===== src/rtl/tree_adder_pkg.sv =====
// Shared helpers for the pipelined signed tree adder: sizing and saturation.
package tree_adder_pkg;

    // Internal width large enough to hold any accumulator sum before clipping.
    localparam int unsigned MaxW = 128;
    typedef logic signed [MaxW-1:0] wide_t;

    // Ceiling log2 for elaboration-time sizing.
    function automatic int unsigned clog2(input int unsigned value);
        int unsigned res;
        res = 0;
        for (int unsigned i = 0; i < 32; i++) begin
            if ((64'd1 << i) < 64'(value)) res = i + 1;
        end
        return res;
    endfunction

    // Width of the sums registered by tree level k.
    function automatic int unsigned level_w(input int unsigned width, input int unsigned k);
        return width + k;
    endfunction

    localparam int unsigned DefNIn   = 8;
    localparam int unsigned DefLevels = clog2(DefNIn);

    // Clip a from_w-bit signed value into the to_w-bit signed range; clip reports it.
    function automatic wide_t saturate(input wide_t value, input int unsigned from_w,
                                       input int unsigned to_w, output logic clip);
        wide_t hi, lo, res;
        hi   = (wide_t'(1) <<< (to_w - 1)) - wide_t'(1);
        lo   = -hi - wide_t'(1);
        clip = 1'b0;
        res  = value;
        if (to_w < from_w) begin
            if (value > hi) begin
                res  = hi;
                clip = 1'b1;
            end else if (value < lo) begin
                res  = lo;
                clip = 1'b1;
            end
        end
        return res;
    endfunction

endpackage


===== src/rtl/tree_adder_pipe_if.sv =====
// Beat/result bus of the tree adder; the producer drives beats, the adder drives results.
interface tree_adder_pipe_if #(
    parameter int unsigned WIDTH = 16,
    parameter int unsigned N_IN  = 8
);
    logic                   en;
    logic                   clr;
    logic                   in_valid;
    logic                   in_last;
    logic                   acc_mode;
    logic [N_IN*WIDTH-1:0]  in_data;
    logic                   out_valid;
    logic [WIDTH-1:0]       out_data;
    logic                   out_sat;

    modport master (
        output en, clr, in_valid, in_last, acc_mode, in_data,
        input  out_valid, out_data, out_sat
    );

    modport slave (
        input  en, clr, in_valid, in_last, acc_mode, in_data,
        output out_valid, out_data, out_sat
    );
endinterface


===== src/rtl/tree_adder_level.sv =====
// One registered level of the adder tree: N lanes in, N/2 pairwise sums one bit wider.
module tree_adder_level
    import tree_adder_pkg::*;
#(
    parameter int unsigned IN_W = 16,
    parameter int unsigned N    = 8
) (
    input  logic                              clk,
    input  logic                              en,
    input  logic [N*IN_W-1:0]                 in_data,
    output logic [(N/2)*level_w(IN_W, 1)-1:0] out_data
);
    localparam int unsigned OUT_W = level_w(IN_W, 1);

    logic [(N/2)*OUT_W-1:0] sum_d, sum_q;

    // Pairwise sign-extended sums; one extra bit so no pair can overflow.
    always_comb begin
        sum_d = '0;
        for (int i = 0; i < N / 2; i++) begin
            sum_d[i*OUT_W +: OUT_W] =
                {in_data[(2*i+1)*IN_W-1], in_data[2*i*IN_W +: IN_W]} +
                {in_data[(2*i+2)*IN_W-1], in_data[(2*i+1)*IN_W +: IN_W]};
        end
    end

    // Data-only register: stale contents are harmless because validity travels separately.
    always_ff @(posedge clk) begin
        if (en) sum_q <= sum_d;
    end

    assign out_data = sum_q;
endmodule


===== src/rtl/tree_adder_pipe.sv =====
// Pipelined signed tree adder with per-beat or multi-beat accumulation and saturation.
module tree_adder_pipe
    import tree_adder_pkg::*;
#(
    parameter int unsigned WIDTH = 16,
    parameter int unsigned N_IN  = 8,
    parameter int unsigned ACC_W = 32
) (
    input logic              clk,
    input logic              rst,
    tree_adder_pipe_if.slave bus
);
    localparam int unsigned LEVELS = clog2(N_IN);
    localparam int unsigned SUM_W  = level_w(WIDTH, LEVELS);

    if (N_IN < 2 || N_IN > 64 || (N_IN & (N_IN - 1)) != 0) begin : g_bad_n_in
        $error("tree_adder_pipe: N_IN must be a power of two in 2..64");
    end
    if (ACC_W < SUM_W || ACC_W + 1 > MaxW) begin : g_bad_acc_w
        $error("tree_adder_pipe: ACC_W too narrow for the tree sum or too wide");
    end

    for (genvar k = 1; k <= LEVELS; k++) begin : g_lvl
        localparam int unsigned InW = level_w(WIDTH, k - 1);
        localparam int unsigned Nl  = N_IN >> (k - 1);
        logic [Nl*InW-1:0]         lvl_in;
        logic [(Nl/2)*(InW+1)-1:0] lvl_out;
        if (k == 1) begin : g_first
            assign lvl_in = bus.in_data;
        end else begin : g_next
            assign lvl_in = g_lvl[k-1].lvl_out;
        end
        tree_adder_level #(
            .IN_W (InW),
            .N    (Nl)
        ) u_level (
            .clk      (clk),
            .en       (bus.en),
            .in_data  (lvl_in),
            .out_data (lvl_out)
        );
    end

    logic signed [SUM_W-1:0] tree_sum;
    assign tree_sum = g_lvl[LEVELS].lvl_out;

    logic [LEVELS-1:0] vld_q, last_q, mode_q;

    // Sideband shift registers keep each beat's framing aligned with its partial sums.
    always_ff @(posedge clk or posedge rst) begin
        if (rst) begin
            vld_q  <= '0;
            last_q <= '0;
            mode_q <= '0;
        end else if (bus.clr) begin
            vld_q <= '0;
        end else if (bus.en) begin
            vld_q  <= LEVELS'({vld_q, bus.in_valid});
            last_q <= LEVELS'({last_q, bus.in_last});
            mode_q <= LEVELS'({mode_q, bus.acc_mode});
        end
    end

    logic signed [ACC_W-1:0] acc_q, acc_d, acc_sum;
    logic                    acc_empty_q, acc_empty_d, acc_sat_q, acc_sat_d;
    logic                    out_valid_q, out_valid_d, out_sat_q, out_sat_d;
    logic [WIDTH-1:0]        out_data_q, out_data_d;
    logic signed [WIDTH-1:0] beat_val, emit_val;
    logic                    clip_beat, clip_acc, clip_emit;
    wide_t                   sum_w, base_w;

    // Candidate results: direct per-beat clip, ACC_W-clipped running sum, and its output clip.
    always_comb begin
        sum_w    = wide_t'(tree_sum);
        base_w   = acc_empty_q ? '0 : wide_t'(acc_q);
        beat_val = WIDTH'(saturate(sum_w, SUM_W, WIDTH, clip_beat));
        acc_sum  = ACC_W'(saturate(base_w + sum_w, ACC_W + 1, ACC_W, clip_acc));
        emit_val = WIDTH'(saturate(wide_t'(acc_sum), ACC_W, WIDTH, clip_emit));
    end

    // Final stage next-state: per-beat pass-through, accumulate, or emit on frame end.
    always_comb begin
        acc_d       = acc_q;
        acc_empty_d = acc_empty_q;
        acc_sat_d   = acc_sat_q;
        out_valid_d = out_valid_q;
        out_data_d  = out_data_q;
        out_sat_d   = out_sat_q;
        if (bus.en) begin
            out_valid_d = 1'b0;
            if (vld_q[LEVELS-1]) begin
                if (!mode_q[LEVELS-1]) begin
                    out_valid_d = 1'b1;
                    out_data_d  = beat_val;
                    out_sat_d   = clip_beat;
                end else if (last_q[LEVELS-1]) begin
                    out_valid_d = 1'b1;
                    out_data_d  = emit_val;
                    out_sat_d   = acc_sat_q | clip_acc | clip_emit;
                    acc_d       = '0;
                    acc_empty_d = 1'b1;
                    acc_sat_d   = 1'b0;
                end else begin
                    acc_d       = acc_sum;
                    acc_empty_d = 1'b0;
                    acc_sat_d   = acc_sat_q | clip_acc;
                end
            end
        end
    end

    // Accumulator and output registers; clr flushes the frame but leaves out_data/out_sat.
    always_ff @(posedge clk or posedge rst) begin
        if (rst) begin
            acc_q       <= '0;
            acc_empty_q <= 1'b1;
            acc_sat_q   <= 1'b0;
            out_valid_q <= 1'b0;
            out_data_q  <= '0;
            out_sat_q   <= 1'b0;
        end else if (bus.clr) begin
            acc_q       <= '0;
            acc_empty_q <= 1'b1;
            acc_sat_q   <= 1'b0;
            out_valid_q <= 1'b0;
        end else begin
            acc_q       <= acc_d;
            acc_empty_q <= acc_empty_d;
            acc_sat_q   <= acc_sat_d;
            out_valid_q <= out_valid_d;
            out_data_q  <= out_data_d;
            out_sat_q   <= out_sat_d;
        end
    end

    assign bus.out_valid = out_valid_q;
    assign bus.out_data  = out_data_q;
    assign bus.out_sat   = out_sat_q;
endmodule


===== src/flat_wrapper.sv =====
// flat-port wrapper written by rule: the top's interface ports become plain ports
module tree_adder_pipe_flat import tree_adder_pkg::*;
#(
    parameter int unsigned WIDTH = 16,
    parameter int unsigned N_IN  = 8,
    parameter int unsigned ACC_W = 32
)
  (clk, rst, bus_en, bus_clr, bus_in_valid, bus_in_last, bus_acc_mode, bus_in_data, bus_out_valid, bus_out_data, bus_out_sat);
  tree_adder_pipe_if #(.WIDTH(WIDTH), .N_IN(N_IN)) bus_i ();
  input logic clk;
  input logic rst;
  input wire logic [$bits(bus_i.en)-1:0] bus_en;
  input wire logic [$bits(bus_i.clr)-1:0] bus_clr;
  input wire logic [$bits(bus_i.in_valid)-1:0] bus_in_valid;
  input wire logic [$bits(bus_i.in_last)-1:0] bus_in_last;
  input wire logic [$bits(bus_i.acc_mode)-1:0] bus_acc_mode;
  input wire logic [$bits(bus_i.in_data)-1:0] bus_in_data;
  output wire logic [$bits(bus_i.out_valid)-1:0] bus_out_valid;
  output wire logic [$bits(bus_i.out_data)-1:0] bus_out_data;
  output wire logic [$bits(bus_i.out_sat)-1:0] bus_out_sat;
  assign bus_i.en = bus_en;
  assign bus_i.clr = bus_clr;
  assign bus_i.in_valid = bus_in_valid;
  assign bus_i.in_last = bus_in_last;
  assign bus_i.acc_mode = bus_acc_mode;
  assign bus_i.in_data = bus_in_data;
  assign bus_out_valid = bus_i.out_valid;
  assign bus_out_data = bus_i.out_data;
  assign bus_out_sat = bus_i.out_sat;
  tree_adder_pipe #(.WIDTH(WIDTH), .N_IN(N_IN), .ACC_W(ACC_W)) u_core (.clk(clk), .rst(rst), .bus(bus_i));
endmodule

===== config.mk =====
export PLATFORM = sky130hd
export DESIGN_NAME = tree_adder_pipe_flat
export DESIGN_NICKNAME = d
export VERILOG_FILES = /design/src/rtl/tree_adder_pkg.sv /design/src/rtl/tree_adder_pipe_if.sv /design/src/rtl/tree_adder_level.sv /design/src/rtl/tree_adder_pipe.sv /design/src/flat_wrapper.sv
export SDC_FILE = /design/constraint.sdc
export NUM_CORES = 1
export LEC_CHECK = 0
export CORE_ASPECT_RATIO = 0.75
export CORE_UTILIZATION = 59
export DETAILED_ROUTE_END_ITERATION = 8
export PLACE_DENSITY = 0.78
export SYNTH_ARGS = -nofsm -noshare
export SYNTH_HDL_FRONTEND = slang
export SYNTH_SLANG_ARGS = --single-unit

===== constraint.sdc =====
create_clock -name clk -period 7.6 [get_ports clk]
set_input_delay 1.52 -clock clk [delete_from_list [all_inputs] [get_ports clk]]
set_output_delay 1.52 -clock clk [all_outputs]
set_load 0.01 [all_outputs]

==> impl_metrics.toml, run 1 <==
[clocking]
post_cts_buffers = 0
cts_tree = "built"
cts_resized = 0
cts_buffers = 17
cts_hold_buf = 0
htreeDepth = 4
root_buffer = "clkbuf_16"
cts_sinks = 184
clockBufferDepth = 2
clk_pin_slew_ns = 0.08
worstSkewPairLatency_ns = 0.45

[power]
switching_share_pct = 40.0
p_leak_nw = 7.34
clock_power_share_pct = 19.8
peakVddDrop_mv = 0.166
comb_power_share_pct = 46.8
powerDensity_nw_per_um2 = 258
p_switching_mw = 1.79
p_int_mw = 2.68
power.total_mw = 4.46
seqPwrFrac_pct = 33.4

[synth]
yosys.cell_types.count = 84
synthTopCellsByArea = "edfxtp_1 25%, ha_1 13%, dfrtp_1 10%, fa_1 6.2%, xnor2_1 4.5%"
synth_fp_nets = 1831
yosys.area.top_type_share_pct = 25.1
netlist_area_um2 = 14700
postSynthAreaPerCell_um2 = 9.82
synth_cells = 1502
synth-edff-count = 123
ys_seq_area_share_pct = 35.4
ys_warn_count = 0
ys.flop_type = "edfxtp_1"
ys_ff_latch = 184
synth-async-reset-ratio_pct = 33.2
yosysTopAreaCell = "edfxtp_1"

[worst_setup_path]
worst-setup-path-type = "flop to flop"
cp_data_arrival_time_ns = 7.09
cp_max_fo = 13
critPathLaunchType = "flop"
startpoint = "u_core.acc_empty_q$_DFFE_PP1P_"
cp-end-kind = "flop"
r2r-start = "u_core.acc_empty_q$_DFFE_PP1P_"
worstPathRequired_ns = 7.94

[grt]
grt-ovfl-total = 0
grt.total_usage_pct = 29.7
grt_pass1_wl_um = 59400
antenna_found_initial = 0
first_global_vias = 11600
grt_max_degree = 67

[placed_design]
numPortBuffers = 152
place_congestion = 0.979
placed_cells = 1967
place_hpwl_um = 28400

[hold_path]
hold_path_class = "flop to flop"
worst_hold_startpoint = "u_core.acc_q[26]$_DFFE_PP0P_"

[routing]
vias = 12000
first_pass_iters = 8
drt_iter0_markers = 1057
wirelength_um = 36800
wl_per_cell_um = 18.4
drc = 0
drt.antenna.violating_nets = 0
viasPerCell = 6.03

[floorplanning]
start_util_pct = 60.9
core_um2 = 24200
die_h_um = 139
die_area_um2 = 25600
rows = 49
ios = 153
fp.dieW_um = 185

[timing]
finalCritPeriodShare_pct = 88.9
fin_skew_ns = 0.0115
max_freq_ghz = 0.148
min_period_ns = 6.76
tightest_slew_ns = 1.19
worst_hold_slack_ns = 0.487
finalMaxSlewViolations = 0
rsz0062_at_grt = "false"
slew_headroom_pct = 20.1
final-hold-violation-count = 0
setup_tns_ns = 0
setup_viol = 0

[final_layout]
multi_input_area_um2 = 8970
areaGrowthSynthToFinish_pct = 17.4
final_util_pct = 71.5
fin_cells = 1999
nets = 1984
antennaDiodeCount = 0
register_area_um2 = 5220
fill_cells = 1782
layout-drive-gt1-share_pct = 6.12

[flow_run]
maxCapViolCount = 0

[outcome]
outcome = "finished, final reports clean"
area by class of cell:
| class | count | share of cell area, % |
|---|---|---|
| clock buffers | 18 | 2.48 |
| flip-flops and latches | 184 | 30.2 |
| clock inverters | 14 | 0.896 |
| well taps | 331 | 2.39 |
| inverters | 105 | 2.28 |
| multi-input cells | 1173 | 51.8 |
| repair buffers | 174 | 9.95 |
cell usage in the layout (no fill, tap or decap), types with 9 or more instances in the layout:
cell type	synthesis	routed
nand2_1	91	91
clkdlybuf4s50_1	0	151
a22o_1	11	11
xor2_1	27	27
o21bai_1	11	11
nand4_1	13	13
xnor2_1	75	75
nand2b_1	11	11
ha_1	148	148
dfrtp_1	60	60
inv_1	105	104
a21o_1	40	40
nor4bb_1	9	9
nor3_1	29	28
o21ai_0	93	93
a21oi_1	130	130
o22ai_1	10	10
buf_4	3	20
nor2_1	105	105
clkbuf_16	0	17
edfxtp_1	123	123
or3_1	16	16
a31oi_1	14	13
fa_1	46	46
a21boi_0	19	19
nand3_1	35	35
and2_1	11	11
o211ai_1	14	14
nor2b_1	52	51
o21a_1	15	15
o21ai_1	10	10
power groups by stage:
stage	sequential (mW)	combinational, mW	clock, mW
finish	1.49	2.09	0.883
global route	1.51	2.29	0.934
CTS	1.49	2.06	0.892
detailed placement	1.51	2.03	0
global placement	1.50	1.97	0
floorplan	1.47	1.45	0
per-stage QoR:
stage	worst slack, ns	area [µm²]
global placement	1.08	16700
finish	0.841	17300
CTS	0.998	17300
floorplan	0.858	14700
detailed placement	1.07	16700
global route	0.489	17300
cell usage after synthesis, types with 14 or more instances:
| master | count |
|---|---|
| o211ai_1 | 14 |
| o21ai_0 | 93 |
| nor3_1 | 29 |
| a21o_1 | 40 |
| fa_1 | 46 |
| a21boi_0 | 19 |
| ha_1 | 148 |
| nand2_1 | 91 |
| a31oi_1 | 14 |
| nor2_1 | 105 |
| xor2_1 | 27 |
| dfrtp_1 | 60 |
| nand3_1 | 35 |
| clkbuf_1 | 24 |
| a21oi_1 | 130 |
| nor2b_1 | 52 |
| inv_1 | 105 |
| or3_1 | 16 |
| o21a_1 | 15 |
| xnor2_1 | 75 |
| edfxtp_1 | 123 |
critical path, cell delays in order (launching register included):
cell and delay, ns:
dfstp_2 0.63, nor2b_1 0.08, ha_1 0.23, fa_1 0.45, a211oi_2 0.26, o21ai_2 0.14, a31oi_4 0.24, a31oi_2 0.19
a2111oi_2 0.37, o21ai_2 0.17, a31oi_1 0.21, buf_4 0.23, inv_1 0.07, fa_1 0.49, nor4bb_1 0.34, nand3_1 0.13
nor4_1 0.46, nand4_1 0.14, or4_1 0.45, o41ai_2 0.25, nand2_1 0.14, nor4_4 0.35, buf_12 0.18, o21ai_0 0.09
a221oi_1 0.30
metal layers:
metal	GRT usage, %	share of wire, %
met1	44.9	49
met2	42.1	41
met3	5.78	6.7
met4	10.1	2.8
met5	0	0
flip-flops by register name, summed over array words and instances, names as in the netlist:
name                           cells
u_core.bus.out_sat                 1
u_core.g_lvl.u_level.out_data    123
u_core.acc_empty_q                 1
u_core.bus.out_valid               1
u_core.mode_q                      3
u_core.vld_q                       3
u_core.bus.out_data               16
u_core.acc_sat_q                   1
u_core.last_q                      3
u_core.acc_q                      32
path summary, 6_finish.rpt:
check	endpoint	slack (ns)	cells after the start
max	u_core.bus.out_data[12]$_DFFE_PP0P_	0.84	24
min	u_core.acc_q[26]$_DFFE_PP0P_	0.49	2
max in group asynchronous	u_core.bus.out_data[2]$_DFFE_PP0P_	5.39	3
min in group asynchronous	u_core.mode_q[0]$_DFFE_PP0P_	1.64	3
max reg2reg	u_core.bus.out_data[12]$_DFFE_PP0P_	0.84	24
min reg2reg	u_core.acc_q[26]$_DFFE_PP0P_	0.49	2
cell families after synthesis:
| group | synth area share [%] |
|---|---|
| compound gates | 19.7 |
| fa+ha+maj | 18.8 |
| buf+inv | 4.00 |
| simple gates | 15.2 |
| flops | 35.4 |
| mux | 0.832 |
| xor+xnor | 6.06 |
(Power assumes the default switching activity.)
==> run 2, diff against run 1 <==
- CORE_UTILIZATION: 59 -> 53
- PLACE_DENSITY: 0.78 -> 0.74
- clock period: 7.6 -> 5.7 ns (I/O delays scaled with it)
==> impl_metrics.toml, run 2 (synthesized netlist as in run 1, its figures left out) <==
[floorplanning]
fp.dieW_um = 195
die_h_um = 146
core_um2 = 27100
start_util_pct = 54.3
ios = 153
die_area_um2 = 28500
rows = 52

[grt]
grt-ovfl-total = 0
grt_max_degree = 62
top_usage_layer = "met2"
grt.total_usage_pct = 26.4
grt_use_met1_pct = 38.8
grt_pass1_wl_um = 59800
first_global_vias = 11800
grt_util_met2_pct = 39.3
antenna_found_initial = 3
use_met3_pct = 6.19

[routing]
viasPerCell = 5.77
wirelength_um = 37100
first_pass_iters = 5
vias = 12100
wl_per_cell_um = 17.7
drt.antenna.violating_nets = 0
drt_iter0_markers = 794
drc = 0

[timing]
finalCritPeriodShare_pct = 103
setup_viol = 31
setup_tns_ns = -2.69
finalMaxSlewViolations = 0
min_period_ns = 5.84
tightest_slew_ns = 1.18
fin_skew_ns = 0.00627
max_freq_ghz = 0.171
final-hold-violation-count = 0
rsz0062_at_grt = "true"
slew_headroom_pct = 21.3
fin_ws_ns = -0.145

[power]
power.total_mw = 6.13
switching_share_pct = 38.3
peakVddDrop_mv = 0.197
clock_power_share_pct = 18.7
p_switching_mw = 2.35
powerDensity_nw_per_um2 = 337
p_leak_nw = 7.75
comb_power_share_pct = 49.0
seqPwrFrac_pct = 32.3
p_int_mw = 3.78

[worst_setup_path]
cp-end-kind = "flop"
worst-setup-path-type = "flop to flop"
critPathLaunchType = "flop"
cp_data_arrival_time_ns = 6.19
cp_max_fo = 5
worstPathRequired_ns = 6.05

[clocking]
htreeDepth = 4
cts_buffers = 17
root_buffer = "clkbuf_16"
worstSkewPairLatency_ns = 0.44
clk_pin_slew_ns = 0.07
clockBufferDepth = 2
cts_tree = "built"
cts_sinks = 184

[outcome]
outcome = "finished, violations left"
violations = "setup timing"

[final_layout]
areaGrowthSynthToFinish_pct = 23.2
final_area_um2 = 18200
final_util_pct = 66.9
largest_reg_flops = 123
mostFrequentLayoutCell = "clkdlybuf4s50_1"
nets = 2057
final_cell_mix = "151 x clkdlybuf4s50_1, 146 x ha_1, 123 x edfxtp_1"
fill_cells = 2147
fin_cells = 2093
layout-drive-gt1-share_pct = 12.1

[flow_run]
maxCapViolCount = 0

[placed_design]
place_congestion = 0.923
placed_cells = 2049
place_hpwl_um = 28500
post_dp_cell_area_um2 = 17300
numPortBuffers = 152

[hold_path]
hold_path_class = "flop to flop"
==> run 2: layout make-up <==
| type | instances | area [µm²] | area share, % |
|---|---|---|---|
| multi-input combinational | 1173 | 9180 | 50.5 |
| sequential | 184 | 5220 | 28.7 |
| timing repair buffer | 247 | 2360 | 13.0 |
| tap | 351 | 439 | 2.42 |
| clock buffer | 19 | 433 | 2.38 |
| inverter | 105 | 394 | 2.17 |
| clock inverter | 13 | 129 | 0.710 |
| antenna | 1 | 2.50 | 0.0138 |
==> run 2: critical path, cell delays in order (launching register included) <==
cell and delay [ns]:
dfstp_2 0.60, nor2b_1 0.07, ha_2 0.19, fa_2 0.36
a211oi_2 0.21, o21ai_2 0.12, a31oi_4 0.21, a31oi_4 0.14
a2111oi_4 0.34, o21ai_2 0.15, a31oi_4 0.24, buf_4 0.16
inv_1 0.04, fa_1 0.43, nor4bb_4 0.30, nand4_1 0.10
nor4_1 0.29, nand4_1 0.13, or4_4 0.46, a21o_1 0.20
o41ai_4 0.06, or2_1 0.25, buf_2 0.23, a21o_1 0.16
o21ai_1 0.08, a221oi_2 0.21
==> run 2: worst paths after layout <==
| check | cells past startpoint | endpoint | slack, ns | start |
|---|---|---|---|---|
| min reg2reg | 1 | u_core.bus.out_valid$_DFFE_PP0P_ | 0.48 | u_core.bus.out_valid$_DFFE_PP0P_ |
| max in group asynchronous | 3 | u_core.bus.out_data[3]$_DFFE_PP0P_ | 3.82 | rst |
| min in group asynchronous | 3 | u_core.acc_q[15]$_DFFE_PP0P_ | 1.32 | rst |
| max | 25 | u_core.bus.out_data[7]$_DFFE_PP0P_ | -0.14 | u_core.acc_empty_q$_DFFE_PP1P_ |
| max reg2reg | 25 | u_core.bus.out_data[7]$_DFFE_PP0P_ | -0.14 | u_core.acc_empty_q$_DFFE_PP1P_ |
| min | 1 | u_core.bus.out_valid$_DFFE_PP0P_ | 0.48 | u_core.bus.out_valid$_DFFE_PP0P_ |
==> run 2: layer usage <==
| layer | vias to the layer above | routed length, µm |
|---|---|---|
| li1 | 5939 | - |
| met1 | 5743 | 18200 |
| met2 | 362 | 15700 |
| met3 | 27 | 2800 |
| met4 | 0 | 457 |
| met5 | - | 0 |
==> run 2: timing repair <==
action / 4_1_cts / 5_1_grt
cloned: 1 / 3
resized for setup: 19 / 15
pin swaps: 1 / 10
buffers inserted: 1 / 7
setup endpoints to repair: 16 / 48
hold buffers: 0 / 0
==> run 2: power groups by stage <==
stage,clock network [mW],registers [mW],logic (mW)
floorplan,0,1.97,1.97
global placement,0,2.00,2.78
detailed placement,0,2.00,2.85
CTS,1.17,1.97,2.90
global route,1.22,2.00,3.32
finish,1.15,1.98,3.00
==> run 2: stage by stage <==
step	worst slack, ns	hold slack (ns)
3_5_place_dp	-0.106	0.464
4_1_cts	-0.0180	0.480
6_report	-0.145	0.479
5_1_grt	-0.387	0.505
2_1_floorplan	-0.627	0.438
3_3_place_gp	0.0500	0.457
